<file path="src/rtl/cpu_pkg.sv">
// Shared CPU definitions: ALU opcodes,
// writeback FSM states and exception codes.
package cpu_pkg;

  localparam logic [3:0] OP_ADD   = 4'h1;
  localparam logic [3:0] OP_SUB   = 4'h2;
  localparam logic [3:0] OP_MUL   = 4'h4;
  localparam logic [3:0] OP_DIV   = 4'h8;
  localparam logic [3:0] OP_ANDI  = 4'hC;
  localparam logic [3:0] OP_ORI   = 4'hE;
  localparam logic [3:0] OP_ADDNF = 4'hF;

  typedef enum logic [1:0] {
    ST_IDLE,
    ST_WR_MAIN,
    ST_WR_R0,
    ST_EXC
  } wb_state_e;

  localparam logic [1:0] EXC_NONE = 2'b00;
  localparam logic [1:0] EXC_OVF  = 2'b01;
  localparam logic [1:0] EXC_ILL  = 2'b10;

endpackage

</file>
<file path="src/rtl/alu_op_class.sv">
// Opcode classifier: legality and whether
// the result also writes the R0 register.
module alu_op_class
  import cpu_pkg::*;
(
  input  logic [3:0] ctrl,
  output logic       legal,
  output logic       two_write
);

  // decode opcode class
  always_comb begin
    legal     = 1'b0;
    two_write = 1'b0;
    case (ctrl)
      OP_ADD, OP_SUB, OP_ANDI,
      OP_ORI, OP_ADDNF: legal = 1'b1;
      OP_MUL, OP_DIV: begin
        legal     = 1'b1;
        two_write = 1'b1;
      end
      default: ;
    endcase
  end

endmodule

</file>
<file path="src/rtl/alu_writeback.sv">
// ALU writeback stage: commits results to
// the register file or raises an exception.
module alu_writeback
  import cpu_pkg::*;
#(
  parameter int DATA_W  = 16,
  parameter int REG_AW  = 4,
  parameter int R0_ADDR = 0
) (
  input  logic              clk,
  input  logic              rst_n,
  input  logic              res_valid,
  output logic              res_ready,
  input  logic [3:0]        ctrl,
  input  logic [REG_AW-1:0] dest,
  input  logic [DATA_W-1:0] alu_out,
  input  logic [DATA_W-1:0] alu_r0,
  input  logic              ovf,
  output logic              rf_we,
  output logic [REG_AW-1:0] rf_waddr,
  output logic [DATA_W-1:0] rf_wdata,
  output logic              exc_valid,
  input  logic              exc_ready,
  output logic [1:0]        exc_code,
  output logic [3:0]        exc_ctrl,
  output logic [15:0]       retire_cnt
);

  wb_state_e state_q;
  wb_state_e state_d;

  logic legal;
  logic two_write;
  logic two_q;
  logic [DATA_W-1:0] r0_q;

  logic xfer;
  logic exc_hs;
  logic retire;

  logic              res_ready_d;
  logic              rf_we_d;
  logic [REG_AW-1:0] rf_waddr_d;
  logic [DATA_W-1:0] rf_wdata_d;
  logic              exc_valid_d;
  logic [1:0]        exc_code_d;
  logic [3:0]        exc_ctrl_d;

  alu_op_class u_class (
    .ctrl      (ctrl),
    .legal     (legal),
    .two_write (two_write)
  );

  assign xfer   = res_valid && res_ready;
  assign exc_hs = exc_valid && exc_ready;
  assign retire = (state_q == ST_WR_MAIN && !two_q)
               || (state_q == ST_WR_R0);

  // state register
  always_ff @(posedge clk or negedge rst_n) begin
    if (!rst_n) state_q <= ST_IDLE;
    else        state_q <= state_d;
  end

  // next-state logic
  always_comb begin
    state_d = state_q;
    unique case (state_q)
      ST_IDLE: begin
        if (xfer) begin
          if (!legal || ovf) state_d = ST_EXC;
          else               state_d = ST_WR_MAIN;
        end
      end
      ST_WR_MAIN:
        state_d = two_q ? ST_WR_R0 : ST_IDLE;
      ST_WR_R0:
        state_d = ST_IDLE;
      ST_EXC:
        if (exc_hs) state_d = ST_IDLE;
    endcase
  end

  // next output values, keyed on next state
  always_comb begin
    res_ready_d = (state_d == ST_IDLE);
    rf_we_d     = 1'b0;
    rf_waddr_d  = '0;
    rf_wdata_d  = '0;
    exc_valid_d = (state_d == ST_EXC);
    exc_code_d  = EXC_NONE;
    exc_ctrl_d  = '0;
    unique case (state_d)
      ST_IDLE: ;
      ST_WR_MAIN: begin
        rf_we_d    = 1'b1;
        rf_waddr_d = dest;
        rf_wdata_d = alu_out;
      end
      ST_WR_R0: begin
        rf_we_d    = 1'b1;
        rf_waddr_d = REG_AW'(R0_ADDR);
        rf_wdata_d = r0_q;
      end
      ST_EXC: begin
        if (state_q == ST_IDLE) begin
          exc_code_d = legal ? EXC_OVF : EXC_ILL;
          exc_ctrl_d = ctrl;
        end else begin
          exc_code_d = exc_code;
          exc_ctrl_d = exc_ctrl;
        end
      end
    endcase
  end

  // registered outputs
  always_ff @(posedge clk or negedge rst_n) begin
    if (!rst_n) begin
      res_ready <= 1'b0;
      rf_we     <= 1'b0;
      rf_waddr  <= '0;
      rf_wdata  <= '0;
      exc_valid <= 1'b0;
      exc_code  <= EXC_NONE;
      exc_ctrl  <= '0;
    end else begin
      res_ready <= res_ready_d;
      rf_we     <= rf_we_d;
      rf_waddr  <= rf_waddr_d;
      rf_wdata  <= rf_wdata_d;
      exc_valid <= exc_valid_d;
      exc_code  <= exc_code_d;
      exc_ctrl  <= exc_ctrl_d;
    end
  end

  // capture second-write data on transfer
  always_ff @(posedge clk or negedge rst_n) begin
    if (!rst_n) begin
      two_q <= 1'b0;
      r0_q  <= '0;
    end else if (xfer) begin
      two_q <= two_write;
      r0_q  <= alu_r0;
    end
  end

  // retired-result counter, wraps naturally
  always_ff @(posedge clk or negedge rst_n) begin
    if (!rst_n)      retire_cnt <= '0;
    else if (retire) retire_cnt <= retire_cnt + 16'd1;
  end

endmodule
</file>
<file path="config.mk">
export PLATFORM = sky130hd
export DESIGN_NAME = alu_writeback
export DESIGN_NICKNAME = d
export VERILOG_FILES = /design/src/rtl/cpu_pkg.sv /design/src/rtl/alu_op_class.sv /design/src/rtl/alu_writeback.sv
export SDC_FILE = /design/constraint.sdc
export NUM_CORES = 1
export LEC_CHECK = 0
export CORE_MARGIN = 1
export CORE_UTILIZATION = 45
export CTS_BUF_LIST = sky130_fd_sc_hd__clkbuf_16
export CTS_CLUSTER_DIAMETER = 200
export DETAILED_ROUTE_END_ITERATION = 8
export GPL_TIMING_DRIVEN = 0
export PLACE_DENSITY = 0.79
export SETUP_SLACK_MARGIN = 0.05
export SYNTH_ARGS = -nofsm -noshare
export SYNTH_HDL_FRONTEND = slang
export SYNTH_HIERARCHICAL = 1
export SYNTH_SLANG_ARGS = --single-unit
</file>
<file path="constraint.sdc">
create_clock -name clk -period 2.55 [get_ports clk]
set_clock_uncertainty 0.1 [all_clocks]
set_input_delay 0.255 -clock clk [delete_from_list [all_inputs] [get_ports clk]]
set_output_delay 0.255 -clock clk [all_outputs]
set_load 0.005 [all_outputs]
</file>
==> metrics.cfg, run 1 <==
[placement]
place_congestion=0.754
pre_cts_ws_ns=-0.762
io_buffer_count=89
dp.final_hpwl_um=3970
place_inst=371

[power_and_ir_drop]
p_leak_nw=1.71
power_switching_mw=1.18
p_int_mw=2.88
combPwrFrac=0.335
power_density_mw_per_mm2=1020
seqPwrFrac=0.378
ir_worst_vdd_mv=0.592
clock_power_share=0.288
switching_share=0.290

[setup_path]
crit_path_start_kind=input port
critPathSlowestCell=clkdlybuf4s50_1
end_kind=flip-flop
crit_fanout=10
crit_required_ns=2.65
crit_chain=clkdlybuf4s50_1 > nor3_2 > o21ai_0 > o31ai_2 > nor2b_2 > o31ai_4 > buf_4 > ha_2 > buf_2 > nor2b_1
crit_arrival_ns=2.49
slowest_delay_ns=0.54
crit_type=input port to flip-flop

[floorplanning]
initial_core_util=0.473
fp.dieArea_mm2=0.00621
ios=90
rows=27
coreArea_mm2=0.00561
dieWidth_um=78.8
fp.dieH_um=78.8

[global_route]
grt_overflow=0
grt_usage=0.207
grt_max_degree=65
antenna_found_initial=0
grt_pass1_wl_um=9520
grt_pass1_vias=2009

[layout]
final_common_cell=clkdlybuf4s50_1
fin_cells=388
nNetsFinal=361
drive_gt1_frac=0.171
syn_to_final_growth_pct=50.4
mostFrequentLayoutCells=clkdlybuf4s50_1, dfrtp_1, mux2_2
finalCoreUtilization=0.712
diodes=0

[synth]
ys_seq_elements=64
synthFlopType=dfrtp_1
yosysSeqAreaShare=0.604
ys_types=31
async_flop_share=1.00
synth_edf_count=0
syn-num-nets=260
syn_area_mm2=0.00265
yosysWarnings=6
synth_area_per_cell_um2=12.6
synth_cells=210

[drt]
drtAntennaViolNets=0
vias_per_cell=5.10
wire_per_inst_um=14.9
vias=1979
drt-total-wl_um=5770
drt-initial-drc-count=59
drt_first_pass_iters=4
drcViolationCount=0

[sta]
min_period_over_period=0.937
final.setup.worst_slack_ns=0.160
rsz0062_at_grt=false
slew-limit-headroom=0.475
drv_slew=0
fmax_ghz=0.418
tightest_slew_ns=0.787
setup_viol=0
hold_viol=0
fin_crit_ns=2.39
setup_tns_ns=0

[clocking]
numClockSinks=64
clkTransAtPathRegs_ns=0.05
cts_tree=yes
cts.htree.levels=3
clock_path_buffers=2
numCtsBuffers=9
cts_root_buf=clkbuf_16
insertion_delay_ns=0.32

[run]
cap_violations=0

[hold_path]
min_path_type=input port to flip-flop

[status]
status=finished clean

-- routing by layer --
metal	vias up	GRT usage	share of wire
met5	-	0	0
met2	64	0.337	0.51
li1	931	-	-
met4	0	0.0889	0.0078
met1	979	0.243	0.41
met3	5	0.0805	0.075
-- cell usage after synthesis (2+ instances only) --
| cell type | count | share of area |
|---|---|---|
| nor3_1 | 2 | 0.0038 |
| nand4_1 | 2 | 0.0047 |
| buf_2 | 2 | 0.0038 |
| ha_1 | 5 | 0.024 |
| inv_1 | 2 | 0.0028 |
| a21boi_0 | 5 | 0.014 |
| dfrtp_1 | 64 | 0.60 |
| mux2_2 | 18 | 0.076 |
| nor2_1 | 6 | 0.0085 |
| and4_1 | 3 | 0.0099 |
| nand2_1 | 17 | 0.024 |
| a22oi_1 | 16 | 0.045 |
| nand3_1 | 6 | 0.011 |
| o21a_1 | 2 | 0.0057 |
| xnor2_1 | 10 | 0.033 |
| xor2_1 | 6 | 0.020 |
| clkbuf_1 | 5 | 0.0071 |
| and2_1 | 6 | 0.014 |
| o31ai_1 | 2 | 0.0057 |
| o21ai_0 | 4 | 0.0075 |
| nor2b_1 | 17 | 0.040 |
-- worst paths after layout --
kind                       cells past startpoint                       from  slack (ns)                   endpoint
hold / removal                                 3                    ctrl[3]        0.21    exc_ctrl[3]$_DFFE_PN0P_
max in group asynchronous                      2                      rst_n        1.37  retire_cnt[8]$_DFFE_PN0P_
min in group asynchronous                      2                      rst_n        0.46    exc_code[1]$_DFFE_PN0P_
setup / recovery                              10                    ctrl[0]        0.16      rf_wdata[0]$_DFF_PN0_
hold reg to reg                                1  retire_cnt[7]$_DFFE_PN0P_        0.39  retire_cnt[7]$_DFFE_PN0P_
setup reg to reg                               7       state_q[1]$_DFF_PN0_        0.33      rf_wdata[0]$_DFF_PN0_
-- worst max-delay path, delay by kind of cell --
kind / cells / cell delay [ns]
AO/OA/AOI/OAI: 3 / 0.61
adder cells (fa/ha/maj): 1 / 0.31
buffers and inverters: 3 / 0.91
AND/OR/NAND/NOR: 3 / 0.41
-- metrics by stage --
stage	total power [mW]	area, um2	hold WS, ns
finish	4.05	3990	0.212
global route	4.30	3990	0.259
CTS	4.04	3940	0.392
detailed placement	2.84	3630	0.294
global placement	2.79	3630	0.360
floorplan	2.18	2650	-0.141
-- repair_timing --
item,in CTS,in global routing
gates resized for setup,5,18
hold endpoints to repair,64,0
hold buffers,1,0
pin swaps,0,1
buffers inserted,0,1
cloned,0,0
endpoints found under the setup margin,20,20
-- sequential cells by signal (all words and copies together) (netlist names) --
register,flops
r0_q,16
exc_valid,1
two_q,1
state_q,2
exc_code,2
rf_waddr,4
rf_wdata,16
res_ready,1
retire_cnt,16
exc_ctrl,4
rf_we,1
-- cells by family (layout without fill, tap and decap cells) --
kind of cell,count (synthesis),in the layout,share of synthesized area
xor+xnor,16,16,0.0528
fa+ha+maj,5,5,0.0236
mux,18,18,0.0764
compound gates,31,31,0.0868
buf+inv,9,115,0.0137
flops,64,64,0.604
simple gates,67,67,0.143
-- power by group through the flow --
| stage | clock network (mW) | logic [mW] | registers, mW |
|---|---|---|---|
| finish | 1.17 | 1.36 | 1.53 |
| global route | 1.24 | 1.49 | 1.57 |
| CTS | 1.19 | 1.32 | 1.53 |
| detailed placement | 0 | 1.30 | 1.54 |
| global placement | 0 | 1.26 | 1.53 |
| floorplan | 0 | 0.659 | 1.53 |
-- layout make-up --
class,instances,area (um2)
buffer,6,30.0
clock buffer,9,225
clock inverter,7,62.6
fill,429,1620
inverter,2,7.51
multi-input combinational,137,1060
sequential,64,1600
tap,72,90.1
timing repair buffer,91,911
(Power assumes the default switching activity.)
==> run 2: changes to the inputs <==
--- a/config.mk
+++ b/config.mk
@@ -11,6 +11,7 @@
 export CTS_CLUSTER_DIAMETER = 200
 export DETAILED_ROUTE_END_ITERATION = 8
 export GPL_TIMING_DRIVEN = 0
+export MAX_ROUTING_LAYER = met4
 export PLACE_DENSITY = 0.79
 export SETUP_SLACK_MARGIN = 0.05
 export SYNTH_ARGS = -nofsm -noshare
==> metrics.cfg, run 2 (synthesis gave the netlist of run 1 again) <==
[sta]
setup_viol=0
rsz0062_at_grt=false
drv_slew=0
tightest_slew_ns=0.805
hold_viol=0
final.setup.worst_slack_ns=0.157
fmax_ghz=0.418
setup_tns_ns=0
slew-limit-headroom=0.463
min_period_over_period=0.938
fin_crit_ns=2.39

[floorplanning]
dieWidth_um=78.8
fp.dieH_um=78.8
rows=27
fp.dieArea_mm2=0.00621
ios=90
coreArea_mm2=0.00561
initial_core_util=0.473

[clocking]
insertion_delay_ns=0.32
clkTransAtPathRegs_ns=0.05
numClockSinks=64
clock_path_buffers=2
cts_root_buf=clkbuf_16
cts.htree.levels=3
cts_tree=yes
numCtsBuffers=9

[power_and_ir_drop]
power_density_mw_per_mm2=1020
p_leak_nw=1.71
ir_worst_vdd_mv=0.594

[drt]
vias=1970
wire_per_inst_um=14.9
drtAntennaViolNets=0
drt-total-wl_um=5800
drt_first_pass_iters=4
drcViolationCount=0
vias_per_cell=5.08
drt-initial-drc-count=59

[setup_path]
crit_fanout=10
crit_type=input port to flip-flop
crit_required_ns=2.66
reg2reg_to=rf_wdata[7]$_DFF_PN0_
crit_arrival_ns=2.50
end_kind=flip-flop
crit_path_start_kind=input port
critPathSlowestCell=clkdlybuf4s50_1
crit_start=ctrl[0]
crit_chain=clkdlybuf4s50_1 > nor3_2 > o21ai_0 > o31ai_2 > nor2b_2 > o31ai_4 > buf_4 > ha_2 > buf_2 > nor2b_1
r2r_slack_ns=0.33
slowest_delay_ns=0.54
r2r-start=state_q[1]$_DFF_PN0_
rr_worst_depth=7

[layout]
syn_to_final_growth_pct=50.4
fill_cells=429
mostFrequentLayoutCells=clkdlybuf4s50_1, dfrtp_1, mux2_2
postLayoutCellArea_mm2=0.00399
nNetsFinal=361
top_regs=r0_q x16, retire_cnt x16, rf_wdata x16
final-seq-area_mm2=0.00160
fin_cells=388
drive_gt1_frac=0.171
multi_input_area_mm2=0.00106
final_common_cell=clkdlybuf4s50_1
diodes=0

[placement]
dp.final_hpwl_um=3970
io_buffer_count=89
place_inst=371
pre_cts_ws_ns=-0.762
placed_cell_area_mm2=0.00363
place_congestion=0.764

[global_route]
grt_pass1_vias=2017
grt_usage=0.213
antenna_found_initial=0
grt_pass1_wl_um=9520
grt_overflow=0
grt_max_degree=65

[run]
cap_violations=0

[hold_path]
worstHoldStart=ctrl[3]
holdPathEnd=exc_ctrl[3]$_DFFE_PN0P_
worstHoldPathCells=3
min_path_type=input port to flip-flop

[status]
status=finished clean

[run 2: cell counts in the layout (fill, tap and decap cells not counted)]
Identical to the previous run, type by type.
[run 2: cell type report]
| class | count | share of cell area |
|---|---|---|
| clock inverters | 7 | 0.0157 |
| plain buffers | 6 | 0.00753 |
| flip-flops and latches | 64 | 0.401 |
| well taps | 72 | 0.0226 |
| multi-input cells | 137 | 0.266 |
| inverters | 2 | 0.00188 |
| repair buffers | 91 | 0.228 |
| clock buffers | 9 | 0.0564 |
[run 2: how the worst max path moves through the flow]
| stage | end | slack [ns] | cells after the start |
|---|---|---|---|
| final | rf_wdata[7]$_DFF_PN0_ | 0.16 | 10 |
| after detailed placement | rf_wdata[3]$_DFF_PN0_ | -0.76 | 9 |
| after CTS | rf_wdata[3]$_DFF_PN0_ | 0.07 | 11 |
| after global routing | rf_wdata[12]$_DFF_PN0_ | 0.03 | 11 |
| after global placement | r0_q[12]$_DFFE_PN0P_ | -0.93 | 1 |
| after floorplan | rf_wdata[3]$_DFF_PN0_ | 0.20 | 8 |
[run 2: layer usage]
layer	vias to the layer above	part of all wire	track usage
met5	-	0	-
met4	0	0.0076	0.0889
met3	5	0.068	0.0759
met2	63	0.51	0.337
met1	971	0.41	0.246
li1	931	-	-
[run 2: worst max-delay path: cells and delay by family]
family / cells / cell delay [ns]
AO/OA/AOI/OAI: 3 / 0.61
adder cells (fa/ha/maj): 1 / 0.31
buffers and inverters: 3 / 0.91
AND/OR/NAND/NOR: 3 / 0.41
[run 2: where the power goes]
part | total, mW | internal, mW | switching [mW]
logic | 1.36 | 0.797 | 0.558
registers | 1.53 | 1.33 | 0.198
clock network | 1.17 | 0.745 | 0.425
[run 2: timing repair]
action | 4_1_cts | 5_1_grt
setup endpoints to repair | 20 | 20
pin swaps | 0 | 1
setup buffers | 0 | 1
gates resized for setup | 5 | 18
hold buffers | 1 | 0
hold endpoints to repair | 64 | 0
[run 2: metrics by stage]
stage               power, mW  hold slack [ns]   util
finish                   4.06            0.212  0.712
CTS                      4.04            0.392  0.702
global placement         2.79            0.360  0.648
global route             4.30            0.259  0.712
detailed placement       2.84            0.294  0.647
floorplan                2.18           -0.141      -
